==> src/rtl/seg7_scan_driver_pkg.sv <==
// seg7_pkg: shared constants for the 7-segment scan driver.
//   SEG_0..SEG_F : active-low glyphs, bit 0 = a ... bit 6 = g
//   SEG_BLANK    : all segments off
//   clog2w()     : counter width helper, never less than 1 bit
package seg7_pkg;

    localparam logic [6:0] SEG_0     = 7'h40;
    localparam logic [6:0] SEG_1     = 7'h79;
    localparam logic [6:0] SEG_2     = 7'h24;
    localparam logic [6:0] SEG_3     = 7'h30;
    localparam logic [6:0] SEG_4     = 7'h19;
    localparam logic [6:0] SEG_5     = 7'h12;
    localparam logic [6:0] SEG_6     = 7'h02;
    localparam logic [6:0] SEG_7     = 7'h78;
    localparam logic [6:0] SEG_8     = 7'h00;
    localparam logic [6:0] SEG_9     = 7'h10;
    localparam logic [6:0] SEG_A     = 7'h08;
    localparam logic [6:0] SEG_B     = 7'h03;
    localparam logic [6:0] SEG_C     = 7'h46;
    localparam logic [6:0] SEG_D     = 7'h21;
    localparam logic [6:0] SEG_E     = 7'h06;
    localparam logic [6:0] SEG_F     = 7'h0E;
    localparam logic [6:0] SEG_BLANK = 7'h7F;

    // Bits needed to count 0..n-1 (n = number of states).
    function automatic int clog2w(input int n);
        return (n <= 1) ? 1 : $clog2(n);
    endfunction

endpackage

==> src/rtl/seg7_scan_driver_if.sv <==
// seg7_scan_driver_if: display request inputs and pin outputs of the driver.
//   digits/dp/digit_en/blink/hex_mode/lz_blank : driven by the format logic
//   seg/dp_n/an                                : active-low board display pins
//   master : the side producing display requests
//   slave  : the scan driver
interface seg7_scan_driver_if #(
    parameter int NUM_DIGITS = 4
);
    logic [4*NUM_DIGITS-1:0] digits;
    logic [NUM_DIGITS-1:0]   dp;
    logic [NUM_DIGITS-1:0]   digit_en;
    logic [NUM_DIGITS-1:0]   blink;
    logic                    hex_mode;
    logic                    lz_blank;
    logic [6:0]              seg;
    logic                    dp_n;
    logic [NUM_DIGITS-1:0]   an;

    modport master (
        output digits, dp, digit_en, blink, hex_mode, lz_blank,
        input  seg, dp_n, an
    );

    modport slave (
        input  digits, dp, digit_en, blink, hex_mode, lz_blank,
        output seg, dp_n, an
    );
endinterface

==> src/rtl/seg7_scan_driver_glyph_decode.sv <==
// seg7_glyph_decode: combinational 4-bit value to active-low 7-segment glyph.
//   value_i    : digit value 0..15
//   hex_mode_i : 1 = show A-F, 0 = BCD (values above 9 are blanked)
//   seg_o      : active-low segments, bit 6 = g
module seg7_glyph_decode
    import seg7_pkg::*;
(
    input  logic [3:0] value_i,
    input  logic       hex_mode_i,
    output logic [6:0] seg_o
);
    always_comb begin
        seg_o = SEG_BLANK;
        case (value_i)
            4'h0: seg_o = SEG_0;
            4'h1: seg_o = SEG_1;
            4'h2: seg_o = SEG_2;
            4'h3: seg_o = SEG_3;
            4'h4: seg_o = SEG_4;
            4'h5: seg_o = SEG_5;
            4'h6: seg_o = SEG_6;
            4'h7: seg_o = SEG_7;
            4'h8: seg_o = SEG_8;
            4'h9: seg_o = SEG_9;
            4'hA: seg_o = SEG_A;
            4'hB: seg_o = SEG_B;
            4'hC: seg_o = SEG_C;
            4'hD: seg_o = SEG_D;
            4'hE: seg_o = SEG_E;
            default: seg_o = SEG_F;
        endcase
        if (!hex_mode_i && (value_i > 4'd9))
            seg_o = SEG_BLANK;
    end
endmodule

==> src/rtl/seg7_scan_driver.sv <==
// seg7_scan_driver: time-multiplexed common-anode 7-segment display driver.
//   clk   : system clock, rising edge
//   reset : synchronous, active high
//   bus   : slave side of seg7_scan_driver_if (display requests in, pins out)
// Each digit is lit for REFRESH_DIV cycles; blink toggles every BLINK_FRAMES
// frames. Requests are sampled once per frame (rcnt==0, idx==0) so a frame
// never mixes old and new values.
module seg7_scan_driver
    import seg7_pkg::*;
#(
    parameter int NUM_DIGITS   = 4,
    parameter int REFRESH_DIV  = 100000,
    parameter int BLINK_FRAMES = 50
) (
    input  logic                clk,
    input  logic                reset,
    seg7_scan_driver_if.slave   bus
);
    localparam int IDX_W = clog2w(NUM_DIGITS);
    localparam int RC_W  = clog2w(REFRESH_DIV);
    localparam int FC_W  = clog2w(BLINK_FRAMES);

    logic [RC_W-1:0]         rcnt_q, rcnt_d;
    logic [IDX_W-1:0]        idx_q, idx_d;
    logic [FC_W-1:0]         fcnt_q, fcnt_d;
    logic                    phase_q, phase_d;

    logic [4*NUM_DIGITS-1:0] sh_digits_q;
    logic [NUM_DIGITS-1:0]   sh_dp_q, sh_en_q, sh_blink_q;
    logic                    sh_hex_q, sh_lz_q;

    logic [6:0]              seg_q, seg_d;
    logic                    dpn_q, dpn_d;
    logic [NUM_DIGITS-1:0]   an_q, an_d;

    // Effective shadow: at frame start the live inputs are used directly so
    // the first slot of a frame already shows the freshly captured values.
    logic                    frame_start;
    logic [4*NUM_DIGITS-1:0] eff_digits;
    logic [NUM_DIGITS-1:0]   eff_dp, eff_en, eff_blink;
    logic                    eff_hex, eff_lz;

    assign frame_start = (rcnt_q == '0) && (idx_q == '0);

    always_comb begin
        eff_digits = sh_digits_q;
        eff_dp     = sh_dp_q;
        eff_en     = sh_en_q;
        eff_blink  = sh_blink_q;
        eff_hex    = sh_hex_q;
        eff_lz     = sh_lz_q;
        if (frame_start) begin
            eff_digits = bus.digits;
            eff_dp     = bus.dp;
            eff_en     = bus.digit_en;
            eff_blink  = bus.blink;
            eff_hex    = bus.hex_mode;
            eff_lz     = bus.lz_blank;
        end
    end

    // Scan counters
    logic rcnt_wrap, idx_wrap;
    assign rcnt_wrap = (rcnt_q == RC_W'(REFRESH_DIV - 1));
    assign idx_wrap  = (idx_q == IDX_W'(NUM_DIGITS - 1));

    always_comb begin
        rcnt_d  = rcnt_wrap ? '0 : rcnt_q + 1'b1;
        idx_d   = idx_q;
        fcnt_d  = fcnt_q;
        phase_d = phase_q;
        if (rcnt_wrap) begin
            if (idx_wrap) begin
                idx_d = '0;
                if (fcnt_q == FC_W'(BLINK_FRAMES - 1)) begin
                    fcnt_d  = '0;
                    phase_d = ~phase_q;
                end else begin
                    fcnt_d = fcnt_q + 1'b1;
                end
            end else begin
                idx_d = idx_q + 1'b1;
            end
        end
    end

    // Leading-zero flags: digit i is blanked when it is zero and every
    // enabled digit above it is zero too; disabled digits do not count.
    logic [NUM_DIGITS-1:0] lz_zero;
    logic                  upper_zero;

    always_comb begin
        lz_zero    = '0;
        upper_zero = 1'b1;
        for (int i = NUM_DIGITS - 1; i >= 0; i--) begin
            lz_zero[i] = eff_lz && (i != 0) && upper_zero &&
                         (eff_digits[4*i +: 4] == 4'h0);
            if (eff_en[i] && (eff_digits[4*i +: 4] != 4'h0))
                upper_zero = 1'b0;
        end
    end

    // Select the current digit
    logic [3:0] sel_val;
    logic       sel_dp, sel_en, sel_blink, sel_lz;

    always_comb begin
        sel_val   = '0;
        sel_dp    = 1'b0;
        sel_en    = 1'b0;
        sel_blink = 1'b0;
        sel_lz    = 1'b0;
        for (int i = 0; i < NUM_DIGITS; i++) begin
            if (idx_q == IDX_W'(i)) begin
                sel_val   = eff_digits[4*i +: 4];
                sel_dp    = eff_dp[i];
                sel_en    = eff_en[i];
                sel_blink = eff_blink[i];
                sel_lz    = lz_zero[i];
            end
        end
    end

    logic [6:0] glyph;

    seg7_glyph_decode u_dec (
        .value_i    (sel_val),
        .hex_mode_i (eff_hex),
        .seg_o      (glyph)
    );

    logic visible;
    assign visible = sel_en && (!sel_blink || phase_q) && !sel_lz;

    always_comb begin
        an_d  = '1;
        seg_d = SEG_BLANK;
        dpn_d = 1'b1;
        if (visible) begin
            an_d  = ~(NUM_DIGITS'(1) << idx_q);
            seg_d = glyph;
            dpn_d = ~sel_dp;
        end
    end

    always_ff @(posedge clk) begin
        if (reset) begin
            rcnt_q      <= '0;
            idx_q       <= '0;
            fcnt_q      <= '0;
            phase_q     <= 1'b1;
            sh_digits_q <= '0;
            sh_dp_q     <= '0;
            sh_en_q     <= '0;
            sh_blink_q  <= '0;
            sh_hex_q    <= 1'b0;
            sh_lz_q     <= 1'b0;
            seg_q       <= SEG_BLANK;
            dpn_q       <= 1'b1;
            an_q        <= '1;
        end else begin
            rcnt_q      <= rcnt_d;
            idx_q       <= idx_d;
            fcnt_q      <= fcnt_d;
            phase_q     <= phase_d;
            sh_digits_q <= eff_digits;
            sh_dp_q     <= eff_dp;
            sh_en_q     <= eff_en;
            sh_blink_q  <= eff_blink;
            sh_hex_q    <= eff_hex;
            sh_lz_q     <= eff_lz;
            seg_q       <= seg_d;
            dpn_q       <= dpn_d;
            an_q        <= an_d;
        end
    end

    assign bus.seg  = seg_q;
    assign bus.dp_n = dpn_q;
    assign bus.an   = an_q;

endmodule
==> src/flat_wrapper.sv <==
// flat-port wrapper written by rule: the top's interface ports become plain ports
module seg7_scan_driver_flat import seg7_pkg::*;
#(
    parameter int NUM_DIGITS   = 4,
    parameter int REFRESH_DIV  = 100000,
    parameter int BLINK_FRAMES = 50
)
  (clk, reset, bus_digits, bus_dp, bus_digit_en, bus_blink, bus_hex_mode, bus_lz_blank, bus_seg, bus_dp_n, bus_an);
  seg7_scan_driver_if #(.NUM_DIGITS(NUM_DIGITS)) bus_i ();
  input  logic clk;
  input  logic reset;
  input wire logic [$bits(bus_i.digits)-1:0] bus_digits;
  input wire logic [$bits(bus_i.dp)-1:0] bus_dp;
  input wire logic [$bits(bus_i.digit_en)-1:0] bus_digit_en;
  input wire logic [$bits(bus_i.blink)-1:0] bus_blink;
  input wire logic [$bits(bus_i.hex_mode)-1:0] bus_hex_mode;
  input wire logic [$bits(bus_i.lz_blank)-1:0] bus_lz_blank;
  output wire logic [$bits(bus_i.seg)-1:0] bus_seg;
  output wire logic [$bits(bus_i.dp_n)-1:0] bus_dp_n;
  output wire logic [$bits(bus_i.an)-1:0] bus_an;
  assign bus_i.digits = bus_digits;
  assign bus_i.dp = bus_dp;
  assign bus_i.digit_en = bus_digit_en;
  assign bus_i.blink = bus_blink;
  assign bus_i.hex_mode = bus_hex_mode;
  assign bus_i.lz_blank = bus_lz_blank;
  assign bus_seg = bus_i.seg;
  assign bus_dp_n = bus_i.dp_n;
  assign bus_an = bus_i.an;
  seg7_scan_driver #(.NUM_DIGITS(NUM_DIGITS), .REFRESH_DIV(REFRESH_DIV), .BLINK_FRAMES(BLINK_FRAMES)) u_core (.clk(clk), .reset(reset), .bus(bus_i));
endmodule
==> config.mk <==
export PLATFORM = sky130hd
export DESIGN_NAME = seg7_scan_driver_flat
export DESIGN_NICKNAME = d
export VERILOG_FILES = /design/src/rtl/seg7_scan_driver_pkg.sv /design/src/rtl/seg7_scan_driver_if.sv /design/src/rtl/seg7_scan_driver_glyph_decode.sv /design/src/rtl/seg7_scan_driver.sv /design/src/flat_wrapper.sv
export SDC_FILE = /design/constraint.sdc
export NUM_CORES = 1
export LEC_CHECK = 0
export ABC_CLOCK_PERIOD_IN_PS = 4200
export BUFFER_PORTS_ARGS = -buffer_cell sky130_fd_sc_hd__buf_2
export CAP_MARGIN = 5
export CORE_UTILIZATION = 45
export DETAILED_ROUTE_END_ITERATION = 12
export SYNTH_ARGS = -nofsm -noshare
export SYNTH_HDL_FRONTEND = slang
export SYNTH_SLANG_ARGS = --single-unit
==> constraint.sdc <==
create_clock -name clk -period 4.2 [get_ports clk]
set_clock_uncertainty 0.15 [all_clocks]
set_input_delay 0.42 -clock clk [delete_from_list [all_inputs] [get_ports clk]]
set_output_delay 0.42 -clock clk [all_outputs]
set_load 0.05 [all_outputs]
==> impl.org, run 1 <==
** Placed design
- Number of buffers inserted by port buffering :: 43
- The HPWL after detailed placement is 4790 um.
- Setup slack at placement :: 619 ps
- Routability-driven placement finished with a final weighted congestion of 0.765.
- # placed instances :: 475

** Timing
- Tightest Pin Transition :: 713 ps
- RSZ-0062 raised after global routing :: false
- The worst path in the final design needs a cycle of 3630 ps, including I/O delays and setup.
- Setup-violating endpoint count in the final report :: 0
- Setup tns final :: 0 ps
- In the post-route analysis, the smallest setup slack over all paths is 573 ps.
- In the finished design, the share of the clock period the worst path needs comes to 86.4%.
- The final hold violation count was 0.
- Measured against its own limit, the worst slew margin works out to 52.5%.
- Based on the critical path, the design can be clocked at up to 276 MHz.
- Count of final max-slew check failures :: 0

** CTS
- After clock tree synthesis, the setup repair step added 0 buffers.
- Clock Root Buffer :: clkbuf_8
- TritonCTS clock tree :: built
- CTS H-tree depth :: 3
- After clock tree synthesis, the clock-pin slew on the worst setup and hold paths is 80 ps.
- Post-CTS sizing :: 0
- The number of hold buffers added after CTS was 0.
- Clock tree buffer depth :: 2
- The clock drives 68 sinks.
- Clock latency on the worst-skew pair, taken at its later pin, is 340 ps.
- Clock tree synthesis inserted a total of 9 buffers.

** Final layout
- Relative to the synthesized area, the layout overhead comes to 14.1%.
- Final Non-Filler Cells :: 491
- Number of fill cells :: 672
- Commonest cells after routing, fill and taps aside :: 69 x nor2_1, 68 x dfxtp_1, 43 x buf_2, 35 x mux2i_1, 21 x nand2_1
- Final-stage net count :: 436
- Antenna diode instance count :: 0
- Layout cells sized above 1 :: 18.5%
- Leading cell type in the layout, fill and taps excluded :: nor2_1

** Worst setup path
- For this design, the slowest cell found on the critical path is a221oi_2.
- Along the worst path, the maximum fanout reaches 21.
- STA classifies the critical path endpoint as a flop.
- Worst stage delay on the critical path :: 550 ps
- Critical register-to-register path startpoint :: u_core.rcnt_q[6]
- Measured in cells, the most critical reg-to-reg path has a length of 11.
- Critical Path, Cell by Cell :: nor4_1 -> nand2_1 -> nor3_4 -> buf_4 -> mux2i_1 -> a221oi_2 -> inv_1 -> ha_1 -> o21ai_0 -> a21boi_4 -> o211ai_1
- By startpoint and endpoint, the worst setup path is classified as reg -> reg.
- STA puts the critical path data arrival time at 3740 ps.
- Reg2Reg Capture Point :: u_core.bus.seg[1]
- For the worst setup path, the data required time is 4310 ps.
- Across all register-to-register paths, the minimum setup slack is 570 ps.
- Crit start category :: flop

** Floorplanning
- 44 I/O pins were placed.
- Once the floorplan was initialized, standard cells occupied 47.2% of the core.
- Width of the die :: 86.9 um
- Standard-cell row count :: 30
- In this run the vertical extent of the chip is 86.9 um.
- The die covers 7540 um2.
- The core region is 6870 um2.

** Logic synthesis
- Summing every instance area after synthesis gives 3240 um2.
- Each instance of the synthesized netlist takes up on average 9.31 um2.
- The number of nets in the synthesized netlist is 394.
- Synthesis produced 348 cells.
- Sequential share of the synthesized area :: 42.0%
- Number of distinct library cells after synthesis :: 50
- Most used flip-flop cell after synthesis :: dfxtp_1
- Flip-flop and latch count after synthesis :: 68
- The Yosys step of the flow raised 0 warnings.
- Async set-reset flop share out of synthesis :: 0%
- Synth area leaders :: dfxtp_1 42%, mux2i_1 11%, nor2_1 8.0%, ha_1 5.4%, xnor2_1 2.7%
- Proportion of netlist area held by the largest area contributor :: 42.0%
- Counting flops with a built-in enable in the synthesized netlist gives 0.
- Synth area leader :: dfxtp_1

** Global route
- The number of global-route vias before repair came to 2358.
- Largest net degree at the start of global routing :: 39
- The initial antenna violation count is 0.
- GRT Util Overall :: 18.6%
- Wire length of the first global-routing pass :: 10900 um
- Final global-route overflow total :: 0

** Power and ir drop
- The completed layout was analyzed and its total power is 1.59 mW.
- Leakage Power :: 1.51 nW
- In this run the power density over the cells is 431 nW/um2.
- Largest vdd supply drop :: 0.213 mV

** Detailed routing
- Total wire length :: 6620 um
- After the first detailed-routing iteration, the DRC count stood at 119.
- In the routed design, unresolved DRC markers number 0.
- Number of nets with antenna violations after detailed routing :: 0
- The first TritonRoute pass finished after 4 iterations.
- The detailed router placed 2523 vias in this run.
- Dividing the detail-routed via count by the number of cells gives 5.14.
- Per-cell routed wire length :: 13.5 um

** Min path
- The worst hold path begins at bus_dp[3].
- The path with the worst hold slack has its endpoint at u_core.sh_dp_q[3].
- The worst hold path was traced through 3 stages.
- The tightest min-delay check is of the in -> reg type.

** Run
- Across the run, the number of max-cap violations was 0.

** Status
- Outcome :: finished clean
cells in the mapped netlist (5+ instances only):
library cell / number
nand2_1: 21
xnor2_1: 10
inv_1: 16
o21ai_0: 8
dfxtp_1: 68
nand4_1: 6
clkbuf_1: 8
ha_1: 14
nor2_1: 69
mux2i_1: 35
nand3_1: 11
nor3_1: 5
a21oi_1: 8
xor2_1: 9
o221ai_1: 5
metal layers:
layer	share of wire [%]	track usage [%]
met1	49	24.4
met4	2.1	9.09
met5	0	0
met3	3.8	3.41
met2	45	29.6
through the flow:
stage          hold slack [ps]  cell area, um2  util, %
5_1_grt                    196            3700     53.8
3_3_place_gp               310            3480     50.6
4_1_cts                    186            3700     53.8
2_1_floorplan              291            3240        -
3_5_place_dp               320            3480     50.6
6_report                   185            3700     53.8
how the worst max path moves through the flow:
stage	cells after the start	start	to	slack (ps)
after floorplan	14	u_core.rcnt_q[9]	u_core.bus.seg[1]	1230
after global placement	11	u_core.rcnt_q[6]	u_core.bus.seg[1]	740
after detailed placement	11	u_core.rcnt_q[6]	u_core.bus.seg[2]	620
after CTS	11	u_core.rcnt_q[6]	u_core.bus.seg[2]	590
after global routing	11	u_core.rcnt_q[6]	u_core.bus.seg[1]	290
final	11	u_core.rcnt_q[6]	u_core.bus.seg[1]	570
state kept, by name, indices dropped and copies added, names as in the netlist:
register and flops:
u_core.sh_en_q 4, u_core.sh_hex_q 1, u_core.sh_blink_q 4, u_core.sh_lz_q 1, u_core.bus.seg 7, u_core.sh_digits_q 16
u_core.idx_q 2, u_core.bus.an 4, u_core.bus.dp_n 1, u_core.rcnt_q 17, u_core.fcnt_q 6, u_core.sh_dp_q 4
u_core.phase_q 1
critical path: cells and delay by family, from the launching register on:
family                   cells  cell delay, ps
AO/OA/AOI/OAI                4            1100
multiplexers                 1             160
adder cells (fa/ha/maj)      1             310
AND/OR/NAND/NOR              3             910
buffers and inverters        2             580
flip-flops                   1             340
cell type report:
type                            count  area (um2)  share of cell area, %
Timing Repair Buffer               45         230                   6.23
Clock inverter                      4        72.6                   1.96
Inverter                           16        60.1                   1.62
Clock buffer                       12         145                   3.93
Sequential cell                    68        1360                   36.8
Tap cell                           96         120                   3.25
Multi-Input combinational cell    250        1710                   46.2
report_power, final:
| part | switching [mW] | internal, mW |
|---|---|---|
| Sequential | 0.0157 | 0.686 |
| Clock | 0.248 | 0.350 |
| Combinational | 0.182 | 0.111 |
| Total | 0.446 | 1.15 |
cells by family after synthesis:
logic type,after synthesis,share of synthesized area [%]
and+or+nand+nor,137,19.5
DFF,68,42.0
AOI/OAI and AO/OA,44,11.2
muxes,36,11.2
buffers and inverters,30,5.52
xor gates and xnor gates,19,5.14
adders and majority gates,14,5.41
Power figures use the tool's default switching activity.
==> run 2: changes to the inputs <==
==> constraint.sdc (replaced) <==
create_clock -name clk -period 4.2 [get_ports clk]
set_clock_uncertainty 0.15 [all_clocks]
set_input_delay 0 -clock clk [delete_from_list [all_inputs] [get_ports clk]]
set_output_delay 0 -clock clk [all_outputs]
set_load 0.05 [all_outputs]
==> run 2 against run 1 <==
Against the previous run: critical path depth is the same; sequential share of layout area decreased by 2.8 points; clock power barely moved.
==> impl.org, run 2 (synthesized netlist as in run 1, its figures left out) <==
** Final layout
- Fin util :: 58.2% (was 53.8%)
- Commonest cells after routing, fill and taps aside: 69 x nor2_1, 68 x dfxtp_1, 43 x buf_2, 35 x mux2i_1, 30 x dlygate4sd3_1 (was 69 x nor2_1, 68 x dfxtp_1, 43 x buf_2, 35 x mux2i_1, 21 x nand2_1).
- Largest register by flop count :: u_core.rcnt_q (unchanged)
- Final-stage net count :: 466 (was 436)
- The flip-flop count of the largest register, all copies and words added is 17 (unchanged).
- Layout area overhead :: 23.3% (was 14.1%)
- Antenna diode instance count :: 0 (unchanged)
- The leading cell type in the layout, fill and taps excluded is nor2_1 (unchanged).
- The share of post-route cells with drive strength above 1 was 17.2% (was 18.5%).
- Final Non-Filler Cells :: 521 (was 491)

** CTS
- Clock Root Buffer :: clkbuf_8 (unchanged)
- Post-CTS sizing :: 0 (unchanged)
- The CTS sink count was 68 (unchanged).
- Number of buffers added to fix hold violations after cts :: 30 (was 0)
- The number of setup buffers added after CTS is 0 (unchanged).
- Clock tree buffer depth :: 2 (unchanged)
- The level count of the clock H-tree was 3 (unchanged).
- Number of buffers added by the clock tree synthesis step :: 9 (unchanged)
- The clock tree from TritonCTS is built (unchanged).
- The latest clock arrival within the worst-skew pair is 340 ps (about the same).
- Clock-pin slew on the worst setup and hold paths :: 70 ps (was 80 ps)

** Power and ir drop
- Int Power :: 1.17 mW (was 1.15 mW)
- The reported net switching power is 0.448 mW (was 0.446 mW).
- Comb pwr share :: 19.5% (was 18.4%)
- The leakage component of the power came to 1.64 nW (was 1.51 nW).
- The switching part of the total came to 27.8% (was 28.0%).
- The total design power came to 1.61 mW (was 1.59 mW).
- Sequential cell fraction of total power :: 43.5% (was 44.0%)
- Part of the power in the clock network :: 37.0% (was 37.6%)
- The power per unit of standard cell area came to 404 nW/um2 (was 431 nW/um2).
- Largest vdd supply drop :: 0.214 mV (was 0.213 mV)

** Placed design
- Setup slack at placement :: 619 ps (unchanged)
- DP HPWL :: 4790 um (unchanged)
- The count of placed standard cells including taps came to 475 (unchanged).
- Number of buffers inserted by port buffering :: 43 (unchanged)
- The weighted congestion at the end of routability-driven global placement was 0.765 (unchanged).

** Worst setup path
- The required time of the critical path is 4310 ps (about the same).
- The register-to-register setup slack came to 560 ps (was 570 ps).
- Critical register-to-register path startpoint :: u_core.rcnt_q[6] (unchanged)
- The critical path data arrival time is 3750 ps (was 3740 ps).
- Worst-case reg-to-reg path depth :: 11 (unchanged)
- Crit. End Element :: flop (unchanged)
- The path type of the worst setup path is reg -> reg (unchanged).
- The type of origin of the critical path is a flop (unchanged).
- The capture point of the worst reg-to-reg path is u_core.bus.seg[1] (unchanged).
- The highest net fanout along the worst path is 21 (unchanged).

** Timing
- Hold Vio Cnt, Final :: 0 (unchanged)
- The final total negative setup slack came to 0 ps (unchanged).
- RSZ-0062 raised after global routing: false (unchanged).
- Setup-violating endpoint count in the final report :: 0 (unchanged)
- Count of final max-slew check failures :: 0 (unchanged)
- Worst setup slack after layout :: 555 ps (was 573 ps)
- The final critical-path required period is 3640 ps (was 3630 ps).
- The final critical-path share of the clock period came to 86.8% (was 86.4%).
- Tightest Pin Transition :: 708 ps (was 713 ps)
- Worst-case headroom to the max-slew limit :: 52.8% (was 52.5%)
- Max frequency :: 274 MHz (was 276 MHz)

** Detailed routing
- The number of DRC violations after detailed routing came to 0 (unchanged).
- Number of nets with antenna violations after detailed routing :: 0 (unchanged)
- Detailed router's first-iteration violation count :: 113 (was 119)
- The routed via count was 2634 (was 2523).
- Total wire length :: 6970 um (was 6620 um)
- First-pass DRT Iterations :: 4 (unchanged)
- The number of vias per cell came to 5.06 (was 5.14).
- The mean routed wirelength per cell came to 13.4 um (was 13.5 um).

** Min path
- Path type of the worst min-delay path :: in -> reg (unchanged)
- The worst hold path stage count came to 2 (was 3).
- Hold_sp :: reset (was bus_dp[3])
- The worst min-delay path endpoint is u_core.sh_blink_q[2] (was u_core.sh_dp_q[3]).

** Global route
- The wire length of the first global-routing pass came to 11400 um (was 10900 um).
- Via count of the first global-routing pass :: 2507 (was 2358)
- GRT Util Overall :: 19.4% (was 18.6%)
- Initial antenna violation count :: 0 (unchanged)
- The maximum number of pins on one net before global-route repair is 39 (unchanged).
- Final global-route overflow total :: 0 (unchanged)

** Floorplanning
- The row count was 30 (unchanged).
- Width of the die :: 86.9 um (unchanged)
- Effective utilization at floorplan :: 47.2% (unchanged)
- The core area is 6870 um2 (unchanged).
- The die footprint was 7540 um2 (unchanged).
- The die extent in y came to 86.9 um (unchanged).
- The number of I/O pins is 44 (unchanged).

** Status
- Outcome :: finished clean (unchanged)

** Run
- Max-cap viol count :: 0 (unchanged)
[run 2: changes by cell type in the layout (fill, tap and decap cells not counted)]
| cell | before | now |
|---|---|---|
| dlygate4sd3_1 | 0 | 30 |
[run 2: routing by layer]
layer	vias up	global-route usage, %	part of all wire, %
li1	1347	-	-
met1	1223	24.6	48
met2	54	32.3	47
met3	10	3.32	3.5
met4	0	9.09	1.7
met5	-	0	0
[run 2: power groups by stage]
stage | Clock (mW) | Combinational [mW] | Sequential (mW)
after global routing | 0.636 | 0.344 | 0.706
after detailed placement | 0 | 0.293 | 0.717
after CTS | 0.609 | 0.315 | 0.702
after floorplan | 0 | 0.208 | 0.752
after global placement | 0 | 0.292 | 0.717
final | 0.597 | 0.315 | 0.702
[run 2: worst max-delay path by stage]
stage	start	endpoint	slack [ps]	depth (start not counted)
final	u_core.rcnt_q[6]	u_core.bus.seg[1]	560	11
after global routing	u_core.rcnt_q[6]	u_core.bus.seg[1]	290	11
after CTS	u_core.rcnt_q[6]	u_core.bus.seg[2]	590	11
after detailed placement	u_core.rcnt_q[6]	u_core.bus.seg[2]	620	11
after global placement	u_core.rcnt_q[6]	u_core.bus.seg[1]	740	11
after floorplan	u_core.rcnt_q[9]	u_core.bus.seg[1]	1230	14
[run 2: critical path, cell delays in order (launching register included)]
cell and delay [ps]:
dfxtp_1 340, nor4_1 330, nand2_1 170, nor3_4 420, buf_4 400, mux2i_1 160, a221oi_2 550, inv_1 180
ha_1 310, o21ai_0 310, a21boi_4 150, o211ai_1 100
[run 2: final cells by class]
| class | count | area, um2 |
|---|---|---|
| Clock inverter | 4 | 72.6 |
| Timing Repair Buffer | 75 | 531 |
| Tap cell | 96 | 120 |
| Multi-Input combinational cell | 250 | 1710 |
| Fill cell | 636 | 2870 |
| Clock buffer | 12 | 145 |
| Sequential cell | 68 | 1360 |
| Inverter | 16 | 60.1 |
[run 2: stage by stage]
stage / hold slack, ps / instance area (um2)
2_1_floorplan: -2.85 / 3240
3_3_place_gp: 120 / 3480
3_5_place_dp: 122 / 3480
4_1_cts: 34.6 / 4000
5_1_grt: 55.2 / 4000
6_report: 34.9 / 4000
